`config.mk`:
```
export PLATFORM = sky130hd
export DESIGN_NAME = paralelo_serial_tx
export DESIGN_NICKNAME = d
export VERILOG_FILES = /design/src/rtl/paralelo_serial_tx_pkg.sv /design/src/rtl/paralelo_serial_tx.sv
export SDC_FILE = /design/constraint.sdc
export NUM_CORES = 1
export LEC_CHECK = 0
export BUFFER_PORTS_ARGS = -buffer_cell sky130_fd_sc_hd__buf_2
export CAP_MARGIN = 20
export CORE_UTILIZATION = 50
export CTS_BUF_LIST = sky130_fd_sc_hd__clkbuf_16
export DETAILED_ROUTE_END_ITERATION = 10
export PLACE_DENSITY = 0.77
export SYNTH_ARGS = -nofsm -noshare
export SYNTH_HDL_FRONTEND = slang
export SYNTH_SLANG_ARGS = --single-unit
```
`constraint.sdc`:
```
create_clock -name clk_32f -period 2.05 [get_ports clk_32f]
set_input_delay 0.205 -clock clk_32f [delete_from_list [all_inputs] [get_ports clk_32f]]
set_output_delay 0.205 -clock clk_32f [all_outputs]
set_load 0.02 [all_outputs]
```
`src/rtl/paralelo_serial_tx_pkg.sv`:
```
// Shared PHY definitions for the serial lane.
// Holds the comma/idle symbol, the byte width on the wire and the
// TRAIN/ACTIVE state encoding. The transmit serializer uses them, and the
// lane receive deserializer can reuse them so both ends agree on the symbols.
package paralelo_serial_tx_pkg;

  // Comma symbol, sent both as the training pattern and as the idle filler.
  localparam logic [7:0] PHY_COMMA = 8'hBC;

  // Number of serial bit-times in one byte slot.
  localparam int BITS_PER_BYTE = 8;

  // Link phase: TRAIN sends only commas; ACTIVE accepts payload.
  typedef enum logic {
    TRAIN  = 1'b0,
    ACTIVE = 1'b1
  } phyState_e;

endpackage

```
`src/rtl/paralelo_serial_tx.sv`:
```
// Transmit-side byte serializer.
// After reset it sends TRAIN_COMMAS comma bytes so the receiver can lock,
// then enters ACTIVE. In ACTIVE it offers one byte slot every 8 bit-times:
// a byte presented with valid_in on the ready_out cycle is shifted out
// MSB-first. A slot with no payload carries a comma, which keeps the
// receiver byte-aligned.
//
// Ports:
//   clk_32f         in   bit clock, one serial bit per cycle
//   reset           in   asynchronous active-high reset
//   data_in[7:0]    in   payload byte, taken on a load edge when ready_out && valid_in
//   valid_in        in   data_in holds a byte to send
//   data_out        out  registered serial bit, MSB first
//   ready_out       out  one cycle in 8 while ACTIVE; the cycle in which data_in is taken
//   active_out      out  high while the link is ACTIVE
//   comma_collision out  one-cycle pulse after a payload byte equal to COMMA is accepted
module paralelo_serial_tx
  import paralelo_serial_tx_pkg::*;
#(
  // Commas sent after reset before payload is accepted. Legal range is 1..15.
  parameter int unsigned TRAIN_COMMAS = 4,
  parameter logic [7:0]  COMMA        = PHY_COMMA
) (
  input  logic       clk_32f,
  input  logic       reset,
  input  logic [7:0] data_in,
  input  logic       valid_in,
  output logic       data_out,
  output logic       ready_out,
  output logic       active_out,
  output logic       comma_collision
);

  localparam logic [2:0] LAST_BIT   = 3'(BITS_PER_BYTE - 1);
  localparam logic [3:0] LAST_COMMA = 4'(TRAIN_COMMAS - 1);

  phyState_e  state_q,     state_d;
  logic [2:0] bitCnt_q,    bitCnt_d;
  logic [6:0] shifter_q,   shifter_d;
  logic [3:0] commaCnt_q,  commaCnt_d;
  logic       dataOut_q,   dataOut_d;
  logic       collision_q, collision_d;

  logic       loadEdge;
  logic       acceptPayload;
  logic [7:0] nextByte;

  // A load edge is the clock edge that closes bit 0 of the current byte and
  // launches the next one. The counter sits at 7 out of reset, so the very
  // first edge after release already starts a byte.
  assign loadEdge      = (bitCnt_q == LAST_BIT);
  assign acceptPayload = (state_q == ACTIVE) && valid_in;
  assign nextByte      = acceptPayload ? data_in : COMMA;

  // Next-state logic for the shifter, bit counter and link FSM.
  // Bit 7 of a new byte goes straight to the output register, so the shifter
  // only needs to hold the remaining seven bits. In TRAIN every slot carries
  // a comma; the slot that sends the last training comma also switches the
  // link to ACTIVE, so the very next slot is already open for payload.
  always_comb begin
    state_d     = state_q;
    bitCnt_d    = bitCnt_q;
    shifter_d   = shifter_q;
    commaCnt_d  = commaCnt_q;
    dataOut_d   = dataOut_q;
    collision_d = 1'b0;

    if (loadEdge) begin
      shifter_d   = nextByte[6:0];
      dataOut_d   = nextByte[7];
      bitCnt_d    = 3'd0;
      collision_d = acceptPayload && (data_in == COMMA);
      if (state_q == TRAIN) begin
        commaCnt_d = commaCnt_q + 4'd1;
        if (commaCnt_q == LAST_COMMA) begin
          state_d = ACTIVE;
        end
      end
    end else begin
      dataOut_d = shifter_q[6];
      shifter_d = {shifter_q[5:0], 1'b0};
      bitCnt_d  = bitCnt_q + 3'd1;
    end
  end

  // State registers. Reset drops any byte in flight and restarts training
  // from the first comma.
  always_ff @(posedge clk_32f or posedge reset) begin
    if (reset) begin
      state_q     <= TRAIN;
      bitCnt_q    <= LAST_BIT;
      shifter_q   <= '0;
      commaCnt_q  <= '0;
      dataOut_q   <= 1'b0;
      collision_q <= 1'b0;
    end else begin
      state_q     <= state_d;
      bitCnt_q    <= bitCnt_d;
      shifter_q   <= shifter_d;
      commaCnt_q  <= commaCnt_d;
      dataOut_q   <= dataOut_d;
      collision_q <= collision_d;
    end
  end

  // ready_out is decoded from registers only, so upstream never sees a
  // combinational path from its own valid_in/data_in.
  assign data_out        = dataOut_q;
  assign ready_out       = (state_q == ACTIVE) && (bitCnt_q == LAST_BIT);
  assign active_out      = (state_q == ACTIVE);
  assign comma_collision = collision_q;

endmodule

```
* Word-level counts from Yosys, hierarchy flattened
Cells that the tools add are included.
W data, S select, Z words.
** Word-level totals
- Flip-flop bits (word level) :: 17
- Input port bits :: 11
- Output and inout port bits :: 4
- Word-level logic and storage cells :: 23
** Cells by class
- $add $sub $neg :: 2
- Equal/unequal tests :: 3
- Muxes and demuxes :: 7
- Bitwise gates (word level) :: 1
- Reductions and logical operators :: 4
** Operators by type and width (count)
- $eq A8 B8 Y1 const B :: 1
- $mux W8 :: 1
- $mux W7 :: 1
- $add A4 B1 Y4 const B :: 1
- $eq A4 B2 Y1 const B :: 1
- $mux W1 :: 4
- $add A3 B1 Y3 const B :: 1
- $eq A3 B3 Y1 const B :: 1
- $logic_and A1 B1 Y1 :: 3
- $mux W3 :: 1
- $reduce_and A2 Y1 :: 1
- $not A1 Y1 :: 1

* Logic depth before layout (Yosys ltp)
- Depth after elaboration :: 3
- Depth in mapped cells :: 6
- Depth with buffers taken out :: 5

* Worst setup path after synthesis
Ideal clock, no wire load.
- Path type :: reg-to-reg
- From :: register bitCnt_q[0]
- To :: register commaCnt_q[1]
- Setup time :: 125 ps
- Data arrival time :: 1315 ps
- Required time :: 1925 ps
- Setup slack :: 611 ps
- Cell stages (with the launch flop) :: 5
- Path buffers :: 0
- Clock period less this slack :: 1439 ps
- Path through :: dfstp_2 -> ha_1 -> ha_1 -> nor2b_4 -> mux2_2
** Between the ends
- Word-level cells in the longest chain between the ends :: 2
** RTL lines
- start: declaration :: RTL line paralelo_serial_tx.sv:38 : logic [2:0] bitCnt_q, bitCnt_d;
- start signal: assignment :: RTL line paralelo_serial_tx.sv:98 : bitCnt_q <= bitCnt_d;
- $eq A3 B3 Y1 :: RTL line paralelo_serial_tx.sv:51 : assign loadEdge = (bitCnt_q == LAST_BIT);
- $reduce_and A2 Y1 (no source line)
- end signal: assignment :: RTL line paralelo_serial_tx.sv:100 : commaCnt_q <= commaCnt_d;
- end: declaration :: RTL line paralelo_serial_tx.sv:40 : logic [3:0] commaCnt_q, commaCnt_d;
Every way passes these cells.
A chain may end at the register's enable or synchronous reset.

* Final worst setup path
- From :: register bitCnt_q[0]
- To :: output ready_out
** Between the ends
- Word-level cells in the longest chain between the ends :: 2
** RTL lines
- $eq A3 B3 Y1 :: RTL line paralelo_serial_tx.sv:109 : assign ready_out = (state_q == ACTIVE) && (bitCnt_q == LAST_BIT);
- $logic_and A1 B1 Y1 :: RTL line paralelo_serial_tx.sv:109
- end: declaration :: RTL line paralelo_serial_tx.sv:29 : output logic ready_out,
Every way passes these cells.

==> flow_metrics.env <==
export IMPL_track_usage=0.1973
export IMPL_crit_fanout=4
export IMPL_fin_crit_ps=1661
export IMPL_power_total_mw=0.7522
export IMPL_final_cell_mix="dfrtp_1 (14), buf_2 (14), o22a_1 (5)"
export IMPL_first_iter_violations=6
export IMPL_grt_pass1_wl_mm=1.856
export IMPL_slew_limit_headroom=0.5962
export IMPL_critPathBufInv=1
export IMPL_ant_nets=0
export IMPL_ys_ff_latch=17
export IMPL_p_int_mw=0.6148
export IMPL_path_cells="ha_1 > ha_1 > and2_4 > buf_2"
export IMPL_fin_setup_tns_ps=0
export IMPL_ff2ff_path_depth=4
export IMPL_start_util=0.5365
export IMPL_timing_fmax_mhz=602.1
export IMPL_cts_root_buffer="clkbuf_16"
export IMPL_syn_area_per_cell_um2=13.52
export IMPL_cts_tree="done"
export IMPL_grt_busiest_layer="met1"
export IMPL_tightest_slew_ps=605.1
export IMPL_crit_type="flip-flop to output pin"
export IMPL_combPwrFrac=0.038
export IMPL_vias=433
export IMPL_num_rows=13
export IMPL_drv_slew=0
export IMPL_nNetsFinal=84
export IMPL_p_per_area_nw_per_um2=877.6
export IMPL_fin_skew_ps=3.693
export IMPL_grt_start_max_net_pins=18
export IMPL_synth_cells=51
export IMPL_arrival_ps=1460
export IMPL_grt_pass1_vias=411
export IMPL_vias_per_cell=5.155
export IMPL_vdd_drop_max_v=0.0005923
export IMPL_cp_slowest_stage_delay_ps=530
export IMPL_met3_usage=0.08671
export IMPL_die_h_um=39.13
export IMPL_cts_buffers=3
export IMPL_rsz0062_at_grt="false"
export IMPL_fillCellCount=96
export IMPL_ioPinCount=15
export IMPL_antenna_found_initial=0
export IMPL_dp_cells=80
export IMPL_ctsHoldBuffers=0
export IMPL_clk_pin_slew_worst_paths_ps=50
export IMPL_hold_class="input pin to async pin"
export IMPL_critPathTopFamily="flip-flops"
export IMPL_syn_nets=65
export IMPL_worstSetupEndpointType="output pin"
export IMPL_routedWlPerCell_um=13.26
export IMPL_cts_sinks=17
export IMPL_cap_viol_max_count=0
export IMPL_pwr_share_clk=0.503
export IMPL_rrSetupSlack_ps=520
export IMPL_io_buffers=14
export IMPL_dieWidth_um=39.13
export IMPL_dieArea_um2=1531
export IMPL_drive_above_1_share=0.3913
export IMPL_htree_levels=1
export IMPL_core_um2=1285
export IMPL_fin_crit_sh=0.8102
export IMPL_grt_use_met2=0.2542
export IMPL_gp_congestion=0.7401
export IMPL_critPathSlowestCell="dfstp_2"
export IMPL_wirelength_mm=1.114
export IMPL_drc=0
export IMPL_swShare=0.1827
export IMPL_r2r_start="bitCnt_q[0]"
export IMPL_timing_rr_end="commaCnt_q[1]"
export IMPL_setup_violations=0
export IMPL_required_ps=1850
export IMPL_grtUsageMet1=0.2622
export IMPL_grt_overflow=0
export IMPL_stdcell_count=84
export IMPL_cts_resized_gates=0
export IMPL_synth_cell_types=23
export IMPL_diodes=0
export IMPL_seq_power_share=0.459
export IMPL_leakagePower_nw=0.4130
export IMPL_ys_warnings_count=0
export IMPL_cts_setup_buffers=0
export IMPL_cpMostUsedCell="ha_1"
export IMPL_cp_start_kind="flip-flop"
export IMPL_syn_area_um2=689.4
export IMPL_syn_to_final_growth_pct=24.32
export IMPL_ys_seq_area_frac=0.6225
export IMPL_cts_buffer_depth=2
export IMPL_first_pass_iters=4
export IMPL_hold_violations=0
export IMPL_clk_latency_ps=250
export IMPL_worst_hold_slack_ps=23.06
export IMPL_power_switching_mw=0.1374
export IMPL_status="completed"
[worst max path at each step]
stage	startpoint	to	slack, ps	cells past startpoint
after floorplan	bitCnt_q[0]	commaCnt_q[1]	610	4
after global placement	bitCnt_q[0]	commaCnt_q[1]	570	4
after detailed placement	bitCnt_q[0]	commaCnt_q[1]	530	4
after CTS	bitCnt_q[0]	ready_out	380	4
after global routing	bitCnt_q[0]	ready_out	310	4
final	bitCnt_q[0]	ready_out	390	4
[per-stage QoR]
step | instance area, um2 | worst slack [ps] | util
floorplan | 689.4 | 610.7 | -
global placement | 778.2 | 568.6 | 0.6056
detailed placement | 778.2 | 534.5 | 0.6056
CTS | 857.1 | 376.7 | 0.6670
global route | 857.1 | 310.9 | 0.6670
finish | 857.1 | 389.1 | 0.6670
[sequential cells by signal, indices dropped and copies added, names as in the netlist]
register and flops:
bitCnt_q 3, commaCnt_q 4, data_out 1, shifter_q 7, comma_collision 1, active_out 1
[power groups by stage]
stage / sequential (mW) / combinational [mW] / clock, mW
floorplan: 0.351 / 0.0121 / 0
global placement: 0.350 / 0.0283 / 0
detailed placement: 0.351 / 0.0291 / 0
CTS: 0.345 / 0.0291 / 0.382
global route: 0.345 / 0.0323 / 0.405
finish: 0.345 / 0.0285 / 0.378
[routing by layer]
layer	part of all wire	vias up
met4	0.025	0
met3	0.063	5
met5	0	-
met2	0.44	13
met1	0.47	202
li1	-	213
[cells in the mapped netlist]
master / number / area share
xnor2_1: 2 / 0.025
and2_4: 1 / 0.013
nor3_2: 1 / 0.015
xor2_1: 1 / 0.013
nand2_4: 1 / 0.016
o21ai_0: 2 / 0.015
o22a_1: 5 / 0.064
dfstp_2: 3 / 0.11
or2_1: 1 / 0.0091
mux2_2: 1 / 0.016
buf_4: 1 / 0.011
nand4b_1: 1 / 0.013
nor4bb_1: 1 / 0.015
nor2b_4: 1 / 0.020
inv_1: 3 / 0.016
and2_1: 1 / 0.0091
and3_2: 1 / 0.011
ha_1: 3 / 0.054
nand3_1: 1 / 0.0073
nor2_1: 2 / 0.011
nand4_1: 1 / 0.0091
dfrtp_1: 14 / 0.51
nand2_1: 3 / 0.016
[final cells by class]
| type | instances | area (um2) | share of cell area |
|---|---|---|---|
| inverter | 3 | 11.26 | 0.01314 |
| tap | 15 | 18.77 | 0.02190 |
| timing repair buffer | 15 | 77.57 | 0.09051 |
| sequential | 17 | 429.2 | 0.5007 |
| clock inverter | 1 | 3.754 | 0.004380 |
| multi-input combinational | 30 | 241.5 | 0.2818 |
| clock buffer | 3 | 75.07 | 0.08759 |
[cell families (layout without fill, tap and decap cells)]
kind of cell               count (synthesis)  count (layout)  share of synthesized area
buffers and inverters                      4              22                    0.02723
DFF                                       17              17                     0.6225
xor gates and xnor gates                   3               3                    0.03812
and+or+nand+nor                           16              16                     0.1634
AOI/OAI and AO/OA                          7               7                    0.07804
adders and majority gates                  3               3                    0.05445
muxes                                      1               1                    0.01633
Power figures use the tool's default switching activity.
